### config.mk
export PLATFORM = sky130hd
export DESIGN_NAME = vx_tcu_drl_norm_round
export DESIGN_NICKNAME = d
export VERILOG_FILES = /design/src/rtl/vx_tcu_drl_norm_round_pkg.sv /design/src/rtl/vx_tcu_drl_norm_round_lzc.sv /design/src/rtl/vx_tcu_drl_norm_round.sv
export SDC_FILE = /design/constraint.sdc
export NUM_CORES = 1
export LEC_CHECK = 0
export ABC_CLOCK_PERIOD_IN_PS = 4250
export BUFFER_PORTS_ARGS = -buffer_cell sky130_fd_sc_hd__buf_2
export CAP_MARGIN = 20
export CORE_ASPECT_RATIO = 1.75
export CORE_MARGIN = 2
export CORE_UTILIZATION = 61
export CTS_BUF_LIST = sky130_fd_sc_hd__clkbuf_2 sky130_fd_sc_hd__clkbuf_4 sky130_fd_sc_hd__clkbuf_8
export CTS_CLUSTER_DIAMETER = 40
export DETAILED_ROUTE_END_ITERATION = 7
export PLACE_DENSITY = 0.84
export SYNTH_ARGS = -nofsm -noshare
export SYNTH_HDL_FRONTEND = slang
export SYNTH_HIERARCHICAL = 1
export SYNTH_SLANG_ARGS = --single-unit
### constraint.sdc
create_clock -name clk -period 4.25 [get_ports clk]
set_input_delay 0.2125 -clock clk [delete_from_list [all_inputs] [get_ports clk]]
set_output_delay 0.2125 -clock clk [all_outputs]
set_load 0.01 [all_outputs]
### src/rtl/vx_tcu_drl_norm_round_pkg.sv
// Shared constants for the TCU dot-product back end.
//   F32_BIAS    : FP32 exponent bias
//   F32_QNAN    : canonical quiet NaN pattern
//   FFLAG_*     : bit positions inside the {NV, DZ, OF, UF, NX} flag vector
//   is_exp_neg_inf : recognises the window-exponent code that means
//                    "no contributing terms" (MSB set, all other bits clear)
package vx_tcu_drl_norm_round_pkg;

    localparam int          F32_BIAS = 127;
    localparam logic [31:0] F32_QNAN = 32'h7FC0_0000;

    localparam int FFLAG_NV = 4;
    localparam int FFLAG_DZ = 3;
    localparam int FFLAG_OF = 2;
    localparam int FFLAG_UF = 1;
    localparam int FFLAG_NX = 0;

    // exp_val carries the window exponent zero-extended to 16 bits.
    function automatic logic is_exp_neg_inf(input logic [15:0] exp_val, input int exp_w);
        return exp_val == (16'd1 << (exp_w - 1));
    endfunction

endpackage

### src/rtl/vx_tcu_drl_norm_round_lzc.sv
// Leading-zero counter.
//   data  : input vector
//   cnt   : number of zeros above the most significant one
//   valid : data contains at least one set bit (cnt is 0 otherwise)
module vx_tcu_drl_norm_round_lzc #(
    parameter int N     = 32,
    parameter int CNT_W = $clog2(N)
) (
    input  logic [N-1:0]     data,
    output logic [CNT_W-1:0] cnt,
    output logic             valid
);

    // Ascending scan: the highest set bit is the last one to write cnt.
    always_comb begin
        cnt   = '0;
        valid = 1'b0;
        for (int i = 0; i < N; i++) begin
            if (data[i]) begin
                cnt   = CNT_W'(N - 1 - i);
                valid = 1'b1;
            end
        end
    end

endmodule

### src/rtl/vx_tcu_drl_norm_round.sv
// Normalize / round / pack back end of the TCU dot-product datapath.
// Takes a signed fixed-point accumulator plus its window exponent and
// produces an FP32 result (RNE, flush-to-zero) through a 3-stage elastic
// pipeline with valid/ready flow control.
//   clk, reset             : clock, synchronous active-high reset
//   in_valid / in_ready    : input handshake
//   in_acc, in_exp         : signed mantissa sum and its window exponent
//   in_nan, in_inf, in_inf_sign : forced special results
//   in_tag                 : sideband carried to out_tag
//   out_valid / out_ready  : output handshake
//   out_result, out_fflags : FP32 result and {NV, DZ, OF, UF, NX}
//   out_tag                : tag matching out_result
module vx_tcu_drl_norm_round
    import vx_tcu_drl_norm_round_pkg::*;
#(
    parameter int WA    = 28,
    parameter int EXP_W = 10,
    parameter int ACC_W = 32,
    parameter int TAG_W = 8
) (
    input  logic             clk,
    input  logic             reset,
    input  logic             in_valid,
    output logic             in_ready,
    input  logic [ACC_W-1:0] in_acc,
    input  logic [EXP_W-1:0] in_exp,
    input  logic             in_nan,
    input  logic             in_inf,
    input  logic             in_inf_sign,
    input  logic [TAG_W-1:0] in_tag,
    output logic             out_valid,
    input  logic             out_ready,
    output logic [31:0]      out_result,
    output logic [TAG_W-1:0] out_tag,
    output logic [4:0]       out_fflags
);

    localparam int LZ_W = $clog2(ACC_W);
    localparam int EW   = EXP_W + 2;
    localparam logic signed [EW-1:0] E_MAX  = EW'(255);
    localparam logic signed [EW-1:0] E_ZERO = '0;

    typedef struct packed {
        logic             sign;
        logic [ACC_W-1:0] mag;
        logic [LZ_W-1:0]  lz;
        logic             is_zero;
        logic [EXP_W-1:0] exp;
        logic             nan;
        logic             inf;
        logic             inf_sign;
        logic [TAG_W-1:0] tag;
    } s1_t;

    typedef struct packed {
        logic                 sign;
        logic signed [EW-1:0] e;
        logic [22:0]          mant;
        logic                 guard;
        logic                 sticky;
        logic                 is_zero;
        logic                 nan;
        logic                 inf;
        logic                 inf_sign;
        logic [TAG_W-1:0]     tag;
    } s2_t;

    typedef struct packed {
        logic [31:0]      result;
        logic [4:0]       fflags;
        logic [TAG_W-1:0] tag;
    } s3_t;

    // Returns {carry_out, mantissa} after round-to-nearest-even.
    function automatic logic [23:0] round_rne(input logic [22:0] mant,
                                              input logic guard, input logic sticky);
        logic inc;
        inc = guard & (sticky | mant[0]);
        return {1'b0, mant} + 24'(inc);
    endfunction

    logic vld_p1, vld_p2, vld_p3;
    logic ld_p1, ld_p2, ld_p3;
    s1_t  beat_p1, nxt_p1;
    s2_t  beat_p2, nxt_p2;
    s3_t  beat_p3, nxt_p3;

    // Each stage loads when empty or when its contents move on this cycle.
    assign ld_p3    = !vld_p3 | out_ready;
    assign ld_p2    = !vld_p2 | ld_p3;
    assign ld_p1    = !vld_p1 | ld_p2;
    assign in_ready = ld_p1;

    // ---- stage 1: sign/magnitude and leading-one search ----
    logic [ACC_W-1:0] mag_c;
    logic [LZ_W-1:0]  lz_c;
    logic             lead_c;

    // The most-negative input negates to itself, which is its correct unsigned magnitude.
    assign mag_c = in_acc[ACC_W-1] ? (~in_acc + ACC_W'(1)) : in_acc;

    vx_tcu_drl_norm_round_lzc #(.N(ACC_W), .CNT_W(LZ_W)) lzc_i (
        .data  (mag_c),
        .cnt   (lz_c),
        .valid (lead_c)
    );

    always_comb begin
        nxt_p1          = '0;
        nxt_p1.sign     = in_acc[ACC_W-1];
        nxt_p1.mag      = mag_c;
        nxt_p1.lz       = lz_c;
        nxt_p1.is_zero  = !lead_c | is_exp_neg_inf(16'(in_exp), EXP_W);
        nxt_p1.exp      = in_exp;
        nxt_p1.nan      = in_nan;
        nxt_p1.inf      = in_inf;
        nxt_p1.inf_sign = in_inf_sign;
        nxt_p1.tag      = in_tag;
    end

    // ---- stage 2: exponent rebias and normalizing shift ----
    logic [LZ_W-1:0]  lead_pos_c;
    logic [ACC_W-2:0] frac_c;

    assign lead_pos_c = LZ_W'(ACC_W - 1) - beat_p1.lz;
    // The leading one lands at bit ACC_W-1 and is implicit, so it is dropped.
    assign frac_c     = (ACC_W-1)'(beat_p1.mag << beat_p1.lz);

    always_comb begin
        nxt_p2          = '0;
        nxt_p2.sign     = beat_p1.sign;
        nxt_p2.e        = {{2{beat_p1.exp[EXP_W-1]}}, beat_p1.exp}
                          + EW'(lead_pos_c) - EW'(WA - 1);
        nxt_p2.mant     = frac_c[ACC_W-2 -: 23];
        nxt_p2.guard    = frac_c[ACC_W-25];
        nxt_p2.sticky   = |frac_c[ACC_W-26:0];
        nxt_p2.is_zero  = beat_p1.is_zero;
        nxt_p2.nan      = beat_p1.nan;
        nxt_p2.inf      = beat_p1.inf;
        nxt_p2.inf_sign = beat_p1.inf_sign;
        nxt_p2.tag      = beat_p1.tag;
    end

    // ---- stage 3: round and pack ----
    logic [23:0]          rnd_c;
    logic signed [EW-1:0] e_rnd_c;

    assign rnd_c   = round_rne(beat_p2.mant, beat_p2.guard, beat_p2.sticky);
    assign e_rnd_c = beat_p2.e + EW'(rnd_c[23]);

    always_comb begin
        nxt_p3     = '0;
        nxt_p3.tag = beat_p2.tag;
        if (beat_p2.nan) begin
            nxt_p3.result = F32_QNAN;
        end else if (beat_p2.inf) begin
            nxt_p3.result = {beat_p2.inf_sign, 8'hFF, 23'd0};
        end else if (beat_p2.is_zero) begin
            nxt_p3.result = 32'd0;
        end else if (e_rnd_c >= E_MAX) begin
            nxt_p3.result           = {beat_p2.sign, 8'hFF, 23'd0};
            nxt_p3.fflags[FFLAG_OF] = 1'b1;
            nxt_p3.fflags[FFLAG_NX] = 1'b1;
        end else if (e_rnd_c <= E_ZERO) begin
            nxt_p3.result           = {beat_p2.sign, 31'd0};
            nxt_p3.fflags[FFLAG_UF] = 1'b1;
            nxt_p3.fflags[FFLAG_NX] = 1'b1;
        end else begin
            nxt_p3.result           = {beat_p2.sign, e_rnd_c[7:0], rnd_c[22:0]};
            nxt_p3.fflags[FFLAG_NX] = beat_p2.guard | beat_p2.sticky;
        end
    end

    always_ff @(posedge clk) begin
        if (reset) begin
            vld_p1 <= 1'b0;
            vld_p2 <= 1'b0;
            vld_p3 <= 1'b0;
        end else begin
            if (ld_p1) vld_p1 <= in_valid;
            if (ld_p2) vld_p2 <= vld_p1;
            if (ld_p3) vld_p3 <= vld_p2;
        end
    end

    always_ff @(posedge clk) begin
        if (ld_p1) beat_p1 <= nxt_p1;
        if (ld_p2) beat_p2 <= nxt_p2;
        if (ld_p3) beat_p3 <= nxt_p3;
    end

    // Data registers are not reset; outputs are masked to zero while idle.
    assign out_valid  = vld_p3;
    assign out_result = vld_p3 ? beat_p3.result : 32'd0;
    assign out_tag    = vld_p3 ? beat_p3.tag    : '0;
    assign out_fflags = vld_p3 ? beat_p3.fflags : 5'd0;

endmodule

==> results.cfg <==
[synthesis]
async_flop_share_pct = 0
ys_types = 73
synth-warning-count = 6
synthFlopType = edfxtp_1
ys_seq_area_share_pct = 50.36
syn_area_per_cell_um2 = 11.65
yosys-top-cells-count = 152 x edfxtp_1, 64 x nor2_1, 48 x nand2_1, 48 x xnor2_1, 47 x and2_1
synth_area_leaders = edfxtp_1 50%, mux4_2 7.1%, xnor2_1 4.6%, and2_1 3.2%, ha_1 2.7%
yosys.area.top_type = edfxtp_1
yosysMostFrequentCell = edfxtp_1
yosysTopAreaCellShare_pct = 49.71
syn_area_um2 = 9183
synth-seq-cells = 155
synth_edf_count = 152
syn_inst = 788

[routing]
wl_mm = 18.21
wire_per_inst_um = 16.58
final_antenna_net_count = 0
viasPerCell = 6.058
drtIter0Drc = 383
num_vias = 6652
drt-pass1-iter-count = 7
drcViolationCount = 1

[timing]
slew_headroom_pct = 31.70
hold_viol = 0
tightestPinTransition_ns = 1.021
fin_crit_sh_pct = 86.53
period_minus_slack_ns = 3.678
setup_viol = 0
fin_skew_ns = 0.01120
rsz0062_at_grt = false
slew_violations = 0
fmax_mhz = 271.9
finalSetupTns_ns = 0

[worst_setup_path]
criticalPathCategory = flip-flop to flip-flop
crit_fanout = 26
worst_setup_path_start_kind = flip-flop
cp.arrival_ns = 3.86
worstSetupEndpointType = flip-flop
cp.required_ns = 4.44

[place]
numPortBuffers = 101
placed_area_um2 = 9812
place.gp.congestion = 0.9608
hpwl_mm = 13.57

[cells_and_area]
multi_input_area_um2 = 4254
syn_to_final_growth_pct = 13.22
num_antenna_cells = 0
fillCellCount = 1058
drive_gt1_share_pct = 22.40
register_area_um2 = 4624
fin_area_um2 = 10400
nets = 980

[clock_tree]
clock-sinks = 155
path_clk_slew_ns = 0.09
cts-resized-gates = 0
insertion_delay_ns = 0.46
cts.path.max_buffers = 2
cts_setup_buffers = 0
cts_tree = yes
cts-hold-fix-buffers = 23
cts_made_buffers = 17
cts-root-buf = clkbuf_8
h-tree-depth = 4

[floorplanning]
core-area_um2 = 14760
io_pins = 104
die_h_um = 166.3
rows = 59
fp.dieW_um = 96.75
dieArea_um2 = 16090
initial_core_util_pct = 62.19

[pwr]
peakVddDrop_v = 0.0001893
p_leak_nw = 3.937
p_total_mw = 3.987
power.density_nw_per_um2 = 383.5

[global_routing]
globalRouteTotalUtil_pct = 23.44
grt_pass1_wl_mm = 30.37
grt_pass1_vias = 6555
grt_overflow_total = 0
antenna_found_initial = 0
grt_max_degree = 46

[run_status]
status = finished, violations left
failed_checks = design-rule violations

[job]
maxCapViolCount = 0

[min_path]
hp-class = primary input to flip-flop
## logic make-up (layout without fill, tap and decap cells)
| family | count (synthesis) | after routing | share of synthesized area [%] |
|---|---|---|---|
| muxes | 60 | 60 | 10.68 |
| xor gates and xnor gates | 65 | 65 | 6.200 |
| AOI/OAI and AO/OA | 120 | 120 | 9.143 |
| adders and majority gates | 21 | 21 | 2.943 |
| and+or+nand+nor | 294 | 294 | 17.25 |
| other | 1 | 2 | 0.04084 |
| buffers and inverters | 72 | 198 | 3.379 |
| DFF | 155 | 155 | 50.36 |
## registers in the layout, indices dropped and copies added (netlist names)
name / cells
beat_p1: 59
beat_p2: 50
beat_p3: 43
out_valid: 1
vld_p1: 1
vld_p2: 1
## worst max-delay path, cell delays in order, from the launching register on
cell and delay, ns:
edfxtp_1 0.36, o21a_1 0.13, ha_1 0.20, and3_1 0.25, nand3_1 0.13, nor4_1 0.54
ha_1 0.32, nand3_4 0.11, o21ai_0 0.38, a2111oi_4 0.13, buf_4 0.25, o31ai_4 0.43
o211ai_1 0.17
## stage by stage
stage / hold slack, ns / util, % / setup WS, ns / std cells
CTS: 0.03217 / 70.42 / 0.6199 / 1098
finish: 0.04402 / 70.42 / 0.5725 / 1098
global route: 0.06153 / 70.42 / 0.3131 / 1098
floorplan: 0.2849 / - / 1.109 / 789
global placement: 0.3904 / 66.46 / 0.8107 / 1043
detailed placement: 0.3909 / 66.46 / 0.6419 / 1043
## per-layer routing
layer  routed length (um)  vias to the layer above  track usage, %
met5                    0                        -               0
li1                     -                     3228               -
met4                  836                        0           12.55
met1                 6298                     3119           23.62
met2                10330                      242           44.99
met3                  739                       63           3.830
## where the power goes
group	internal (mW)	leakage (nW)	switching, mW
Clock	0.420	0.180	0.572
Sequential	1.90	1.66	0.171
Combinational	0.440	2.10	0.487
Total	2.76	3.94	1.23
## area by class of cell
type	instances	area share, %
multi-input cells	562	40.92
well taps	183	2.202
clock inverters	14	1.083
flip-flops and latches	155	44.48
clock buffers	18	2.323
inverters	31	1.119
repair buffers	135	7.871
## cell usage in the layout, fill, tap and decap left out, types with 4 or more instances in the layout
cell / n
nand4_1: 9
dlygate4sd3_1: 23
a21oi_1: 28
buf_2: 101
nand2_1: 47
and2_1: 47
edfxtp_1: 152
inv_1: 28
xor2_1: 17
mux2i_1: 17
buf_4: 11
nor3b_1: 4
nor2_1: 64
a211oi_1: 6
mux2_2: 14
nand2b_1: 5
clkbuf_8: 17
clkinv_4: 6
or2_2: 4
and3_1: 6
mux4_2: 29
o31ai_1: 15
nor3_1: 18
o22ai_1: 7
xnor2_1: 48
or3_1: 7
inv_6: 5
nor4_1: 35
o21a_1: 4
o211ai_1: 4
o41ai_1: 5
ha_1: 20
o21ai_0: 20
and4_1: 6
nand3_1: 24
## worst paths after layout
check	start	to	slack, ns	cells past startpoint
setup / recovery	beat_p2[13]$_SDFFCE_PP0P_	beat_p3[40]$_SDFFCE_PP1P_	0.57	12
hold / removal	out_ready	out_valid$_SDFFE_PP0P_	0.04	4
setup reg to reg	beat_p2[13]$_SDFFCE_PP0P_	beat_p3[40]$_SDFFCE_PP1P_	0.57	12
hold reg to reg	beat_p2[7]$_DFFE_PP_	beat_p3[7]$_DFFE_PP_	0.42	0
No activity file was read; power rests on OpenSTA's default activity.
